File: config.mk
export PLATFORM = sky130hd
export DESIGN_NAME = id_ex_pipe_reg
export DESIGN_NICKNAME = d
export VERILOG_FILES = /design/src/rtl/id_ex_pipe_reg.sv
export SDC_FILE = /design/constraint.sdc
export NUM_CORES = 1
export LEC_CHECK = 0
export ABC_AREA = 1
export BUFFER_PORTS_ARGS = -buffer_cell sky130_fd_sc_hd__clkbuf_2
export CAP_MARGIN = 20
export CELL_PAD_IN_SITES_DETAIL_PLACEMENT = 1
export CELL_PAD_IN_SITES_GLOBAL_PLACEMENT = 2
export CORE_UTILIZATION = 24
export CTS_CLUSTER_SIZE = 40
export DETAILED_ROUTE_END_ITERATION = 6
export GPL_ROUTABILITY_DRIVEN = 0
export GPL_TIMING_DRIVEN = 0
export PLACE_DENSITY_LB_ADDON = 0.12
export SYNTH_ARGS = -nofsm -noshare
export SYNTH_HDL_FRONTEND = slang
export SYNTH_SLANG_ARGS = --single-unit
File: constraint.sdc
create_clock -name clk_i -period 4.63 [get_ports clk_i]
set_clock_uncertainty 0.05 [all_clocks]
set_input_delay 0 -clock clk_i [delete_from_list [all_inputs] [get_ports clk_i]]
set_output_delay 0 -clock clk_i [all_outputs]
set_load 0.01 [all_outputs]
File: src/rtl/id_ex_pipe_reg.sv
// id_ex_pipe_reg: ID/EX pipeline register with load-use hazard detection.
// Holds the decoded instruction for the EX stage. It stalls the front end and
// inserts a single bubble when a load in EX feeds the instruction in ID. It
// also counts the load-use bubbles and the flushes it applies.
module id_ex_pipe_reg #(
  parameter int XLEN   = 32,
  parameter int CTRL_W = 8,
  parameter int CNT_W  = 16
) (
  input  logic              clk_i,
  input  logic              reset_i,
  input  logic              id_valid_i,
  input  logic [4:0]        id_rs1_i,
  input  logic [4:0]        id_rs2_i,
  input  logic [4:0]        id_rd_i,
  input  logic              id_uses_rs1_i,
  input  logic              id_uses_rs2_i,
  input  logic              id_mem_read_i,
  input  logic [XLEN-1:0]   id_reg1_i,
  input  logic [XLEN-1:0]   id_reg2_i,
  input  logic [XLEN-1:0]   id_imm_i,
  input  logic [XLEN-1:0]   id_pc_i,
  input  logic [CTRL_W-1:0] id_ctrl_i,
  input  logic              hold_i,
  input  logic              flush_i,
  output logic              ex_valid_o,
  output logic [4:0]        ex_rs1_o,
  output logic [4:0]        ex_rs2_o,
  output logic [4:0]        ex_rd_o,
  output logic              ex_mem_read_o,
  output logic [XLEN-1:0]   ex_reg1_o,
  output logic [XLEN-1:0]   ex_reg2_o,
  output logic [XLEN-1:0]   ex_imm_o,
  output logic [XLEN-1:0]   ex_pc_o,
  output logic [CTRL_W-1:0] ex_ctrl_o,
  output logic              stall_o,
  output logic [CNT_W-1:0]  stall_cnt_o,
  output logic [CNT_W-1:0]  flush_cnt_o
);

  // The complete EX slot. A bubble is this struct with every field cleared.
  typedef struct packed {
    logic              valid;
    logic [4:0]        rs1;
    logic [4:0]        rs2;
    logic [4:0]        rd;
    logic              mem_read;
    logic [XLEN-1:0]   reg1;
    logic [XLEN-1:0]   reg2;
    logic [XLEN-1:0]   imm;
    logic [XLEN-1:0]   pc;
    logic [CTRL_W-1:0] ctrl;
  } ex_slot_t;

  localparam logic [CNT_W-1:0] CNT_ONE = CNT_W'(1);

  ex_slot_t         ex_q, ex_d;
  logic [CNT_W-1:0] stall_cnt_q, stall_cnt_d;
  logic [CNT_W-1:0] flush_cnt_q, flush_cnt_d;
  logic             lu_s;

  // Load-use hazard: a load in EX whose non-x0 rd is read by the valid ID instruction
  always_comb begin
    lu_s = id_valid_i & ex_q.valid & ex_q.mem_read & (ex_q.rd != 5'd0)
         & ((id_uses_rs1_i & (id_rs1_i == ex_q.rd))
          | (id_uses_rs2_i & (id_rs2_i == ex_q.rd)));
    // Flush kills the dependent instruction anyway, and hold freezes everything.
    stall_o = lu_s & ~flush_i & ~hold_i;
  end

  // Next-state selection, highest priority first: flush, hold, load-use bubble, capture
  always_comb begin
    ex_d        = ex_q;
    stall_cnt_d = stall_cnt_q;
    flush_cnt_d = flush_cnt_q;
    if (flush_i) begin
      ex_d        = '0;
      flush_cnt_d = flush_cnt_q + CNT_ONE;
    end else if (hold_i) begin
      ex_d        = ex_q;
    end else if (lu_s) begin
      ex_d        = '0;
      stall_cnt_d = stall_cnt_q + CNT_ONE;
    end else begin
      ex_d.valid    = id_valid_i;
      ex_d.rs1      = id_rs1_i;
      ex_d.rs2      = id_rs2_i;
      // An invalid slot must never write a register, touch memory or drive control.
      ex_d.rd       = id_valid_i ? id_rd_i : 5'd0;
      ex_d.mem_read = id_valid_i & id_mem_read_i;
      ex_d.ctrl     = id_valid_i ? id_ctrl_i : {CTRL_W{1'b0}};
      ex_d.reg1     = id_reg1_i;
      ex_d.reg2     = id_reg2_i;
      ex_d.imm      = id_imm_i;
      ex_d.pc       = id_pc_i;
    end
  end

  // EX slot and event counters; reset drops any in-flight instruction
  always_ff @(posedge clk_i or posedge reset_i) begin
    if (reset_i) begin
      ex_q        <= '0;
      stall_cnt_q <= {CNT_W{1'b0}};
      flush_cnt_q <= {CNT_W{1'b0}};
    end else begin
      ex_q        <= ex_d;
      stall_cnt_q <= stall_cnt_d;
      flush_cnt_q <= flush_cnt_d;
    end
  end

  assign ex_valid_o    = ex_q.valid;
  assign ex_rs1_o      = ex_q.rs1;
  assign ex_rs2_o      = ex_q.rs2;
  assign ex_rd_o       = ex_q.rd;
  assign ex_mem_read_o = ex_q.mem_read;
  assign ex_reg1_o     = ex_q.reg1;
  assign ex_reg2_o     = ex_q.reg2;
  assign ex_imm_o      = ex_q.imm;
  assign ex_pc_o       = ex_q.pc;
  assign ex_ctrl_o     = ex_q.ctrl;
  assign stall_cnt_o   = stall_cnt_q;
  assign flush_cnt_o   = flush_cnt_q;

endmodule

-- Yosys cells after proc, flatten, opt, wreduce, memory -nomap -nowiden
Cells that the tools add are included.
- register bits: 185
- bits of input ports: 159
- output and inout bits: 186
- add/sub/neg operators: 2
- eq/ne operators: 3
- multiplexer cells: 5
- bitwise operators: 12
- reduce and logical (&&, ||, !) cells: 2
- operators with widths (kind ; number):
    two-way mux 153 bit ; 3
    adder 16 x 1 -> 16 bit (second input constant) ; 2
    equality test 5 bit ; 2
    AND 1 bit ; 9
    two-way mux 8 bit ; 1
    two-way mux 5 bit ; 1
    nonzero test 5 bit ; 1
    AND reduction 3 bit ; 1
    != test 2 x 1 -> 1 bit (second input constant) ; 1
    inverter 1 bit ; 2
    OR 1 bit ; 1

-- Logic depth before layout (Yosys ltp)
- depth in word-level cells: 7
- gate-level depth with buffers: 11
- gate-level depth less buffers: 10

-- Worst setup path before layout
OpenSTA, ideal clock, no wires.
- path type: reg2reg
- start point: reg stall_cnt_q[0] (netlist: stall_cnt_o[0])
- end point: reg stall_cnt_q[14] (netlist: stall_cnt_o[14])
- library setup time: 0.116 ns
- arrival: 1.446 ns
- data required time: 4.464 ns
- path slack: 3.018 ns
- stages on the path, launching flop included: 11
- buffers on the path: 0
- clock period less this slack: 1.612 ns
- cell sequence: dfrtp_1 > ha_1 > nand3_1 > nor2_1 > nand3_1 > nor2_1 > nand2_1 > nand2_1 > nand2_1 > nand2_1 > nand2_1
- word-level cells in the longest chain between the ends: 1
- RTL lines (element ; line ; RTL):
    from (decl) ; 58 ; logic [CNT_W-1:0] stall_cnt_q, stall_cnt_d;
    from (signal assigned) ; 103 ; stall_cnt_q <= {CNT_W{1'b0}};
    from (signal assigned) ; 107 ; stall_cnt_q <= stall_cnt_d;
    adder 16 x 1 -> 16 bit ; 83 ; stall_cnt_d = stall_cnt_q + CNT_ONE;
No other way between the ends.
A chain may end at the register's enable or synchronous reset.

-- Final worst setup path
- start point: reg ex_q (netlist bit ex_rd_o[0])
- end point: reg ex_q (netlist bit ex_ctrl_o[2])
- word-level cells in the longest chain between the ends: 7
- RTL lines (element ; line ; RTL):
    from (decl) ; 57 ; ex_slot_t ex_q, ex_d;
    from (signal assigned) ; 102 ; ex_q <= '0;
    from (signal assigned) ; 106 ; ex_q <= ex_d;
    equality test 5 bit, on equally long branches ; 65, 66 ;
    AND 1 bit, on equally long branches ; 65, 66 ;
    OR 1 bit ; 66 ; | (id_uses_rs2_i & (id_rs2_i == ex_q.rd)));
    AND 1 bit * ; 65 ; & ((id_uses_rs1_i & (id_rs1_i == ex_q.rd))
    two-way mux 153 bit * ; 81 ; end else if (lu_s) begin
    two-way mux 153 bit * ; 79 ; end else if (hold_i) begin
    two-way mux 153 bit * ; 76 ; if (flush_i) begin
Every way passes the cells marked *; elsewhere a longest branch is shown, timed or not. The select of a mux whose other input is x is not followed.

==> impl_metrics.py <==
metrics = {
    "clock_network": {
        "cts_num_sinks": 185,
        "worst_skew_pair.late_latency_ns": 0.43,
        "cts_max_path_buffers": 2,
        "htreeDepth": 4,
        "cts_made_buffers": 17,
        "cts_resized": 0,
        "clock-root-buffer": "clkbuf_16",
        "cts_setup_buffers": 0,
        "cts_tree": "done",
        "clk_pin_slew_ns": 0.07,
    },
    "synth": {
        "seq_area_frac_synth": 0.583,
        "synth_area_mm2": 0.00794,
        "syn-num-nets": 1069,
        "synthCells": 908,
        "yosysTopAreaCell": "dfrtp_1",
        "avgSynthCellArea_um2": 8.75,
        "synth_top_area_frac": 0.583,
        "yosys_register_bits": 185,
        "yosys_warnings": 0,
        "synthTopCellsByArea": "dfrtp_1 (58%), nand2_1 (19%), nand3_1 (9.0%)",
        "yosysUniqueCellTypes": 25,
    },
    "pwr": {
        "p_leak_nw": 7.01,
        "ir_drop_mv": 0.232,
        "power.density_mw_per_mm2": 319,
    },
    "worst_setup_path": {
        "r2r_setup_slack_ns": 2.46,
        "cp_max_fo": 10,
        "reg2reg_depth": 9,
        "startpoint": "ex_rd_o[0]",
        "worstPathArrival_ns": 2.49,
        "worstReg2RegStart": "ex_rd_o[0]",
        "regToRegEndpoint": "ex_ctrl_o[2]",
        "cp-start-kind": "flop",
        "crit_end": "ex_ctrl_o[2]",
        "end_kind": "flop",
        "crit_type": "reg -> reg",
        "crit_required_ns": 4.95,
    },
    "drt": {
        "drc_errors": 0,
        "ant_nets": 0,
        "routed_wirelength_mm": 30.5,
        "num_vias": 7983,
        "vias_per_cell": 4.22,
        "wl_per_cell_um": 16.1,
        "drtIter0Drc": 348,
        "dr.pass1.iters": 4,
    },
    "timing": {
        "min_period_ns": 2.17,
        "whs_ns": 0.114,
        "tightest_slew_ns": 0.669,
        "setup-tns-final_ns": 0,
        "rsz0062_at_grt": "false",
        "finalHoldViolations": 0,
        "fin_ws_ns": 2.46,
        "fmax_mhz": 462,
        "slew_violations": 0,
        "maxSlewHeadroom": 0.553,
        "timing.final.crit_share": 0.468,
        "setup_viol": 0,
    },
    "cells_and_area": {
        "final_common_cell": "nand2_1",
        "final_cell_mix": "nand2_1 (398), clkbuf_2 (343), dfrtp_1 (185)",
        "nFillCells": 3995,
        "multi_input_area_mm2": 0.00285,
        "nets": 1596,
        "drive_gt1_frac": 0.297,
        "seq_area_mm2": 0.00463,
        "area_growth_pct": 58.2,
    },
    "global_routing": {
        "antenna_found_initial": 3,
        "track_usage": 0.185,
        "grt_max_degree": 37,
        "grt_first_pass_wirelength_mm": 48.3,
        "grt_pass1_vias": 8526,
        "grt.overflow.total": 0,
    },
    "place": {
        "hpwl_mm": 22.3,
        "place.port_buffers": 343,
        "pre_cts_slack_ns": 2.60,
    },
    "status": {
        "status": "finished clean",
    },
    "floorplan": {
        "ios": 345,
        "initial_utilization": 0.244,
        "die_area_mm2": 0.0338,
        "die_h_um": 184,
        "die_w_um": 184,
        "rows": 66,
        "core-area_mm2": 0.0325,
    },
    "hold_path": {
        "holdCritPathClass": "in -> reg",
    },
    "flow_run": {
        "cap_viol_max_count": 0,
    },
}
==> power breakdown <==
group	total (mW)	internal [mW]	switching [mW]
Clock	1.61	0.950	0.657
Sequential	1.80	1.72	0.0862
Combinational	0.597	0.282	0.315
==> flip-flops by register name, indices dropped and copies added (netlist names) <==
| name | count |
|---|---|
| ex_rs1_o | 5 |
| ex_rs2_o | 5 |
| ex_reg1_o | 32 |
| ex_ctrl_o | 8 |
| ex_pc_o | 32 |
| ex_reg2_o | 32 |
| ex_imm_o | 32 |
| ex_valid_o | 1 |
| ex_mem_read_o | 1 |
| flush_cnt_o | 16 |
| ex_rd_o | 5 |
| stall_cnt_o | 16 |
==> layer usage <==
metal / global-route usage / share of wire / wire length [um]
met5: 0 / 0 / 0
met4: 0.0513 / 0.014 / 416
met3: 0.0559 / 0.066 / 2010
met2: 0.310 / 0.48 / 14500
met1: 0.230 / 0.45 / 13600
==> per-stage QoR <==
| stage | cells | cell area, um2 | total power [mW] | util |
|---|---|---|---|---|
| floorplan | 908 | 7950 | 2.05 | - |
| global placement | 1693 | 10200 | 2.32 | 0.314 |
| detailed placement | 1698 | 10300 | 2.33 | 0.317 |
| CTS | 1890 | 12600 | 4.08 | 0.386 |
| global route | 1893 | 12600 | 4.21 | 0.386 |
| finish | 1893 | 12600 | 4.00 | 0.386 |
==> logic make-up after synthesis <==
kind of cell,after synthesis,share of synthesized area
and+or+nand+nor,600,0.320
DFF,185,0.583
buffers and inverters,85,0.0586
xor gates and xnor gates,27,0.0298
AOI/OAI and AO/OA,9,0.00567
adders and majority gates,2,0.00315
==> critical path, stage by stage, from the launching register on <==
cell and delay (ns):
dfrtp_1 0.45, inv_1 0.15, nand4_1 0.13, o21ai_1 0.14, inv_1 0.12, nand2_2 0.13
buf_6 0.19, nand4_1 0.12, dlygate4sd3_1 0.57, nand2_1 0.05
==> repair_timing <==
item	CTS	global route
hold buffers	160	0
setup endpoints to repair	0	0
hold endpoints to repair	186	0
==> cell type report <==
| class | count | area share |
|---|---|---|
| diodes | 3 | 0.000598 |
| plain buffers | 52 | 0.0272 |
| clock buffers | 21 | 0.0375 |
| clock inverters | 11 | 0.0132 |
| inverters | 33 | 0.0102 |
| multi-input cells | 638 | 0.227 |
| flip-flops and latches | 185 | 0.369 |
| well taps | 442 | 0.0440 |
| repair buffers | 508 | 0.272 |
==> Yosys cell counts <==
library cell,n
nand2_1,398
dfrtp_1,185
nand3_1,143
inv_1,30
buf_2,24
nand4_1,24
nor2_1,21
xor2_1,16
buf_6,15
clkbuf_1,12
xnor2_1,11
o21ai_0,8
inv_2,3
nor3_1,3
ha_1,2
nand2_2,2
nand3b_1,2
nor2_2,2
and3_1,1
buf_4,1
nand3_2,1
nor2_4,1
nor3b_1,1
nor4_2,1
o21ai_1,1
==> worst min path at each step <==
stage                              from         endpoint  slack [ns]  cells past startpoint
after global placement    id_reg2_i[13]    ex_reg2_o[13]        0.17                      3
after detailed placement        reset_i      ex_imm_o[1]        0.07                      2
after CTS                 id_uses_rs1_i  stall_cnt_o[13]        0.11                      8
after global routing      id_uses_rs1_i  stall_cnt_o[13]        0.17                      8
after floorplan             id_imm_i[0]      ex_imm_o[0]        0.09                      2
final                     id_uses_rs1_i  stall_cnt_o[13]        0.11                      8
Note: power is estimated with default switching activity, not from simulation.
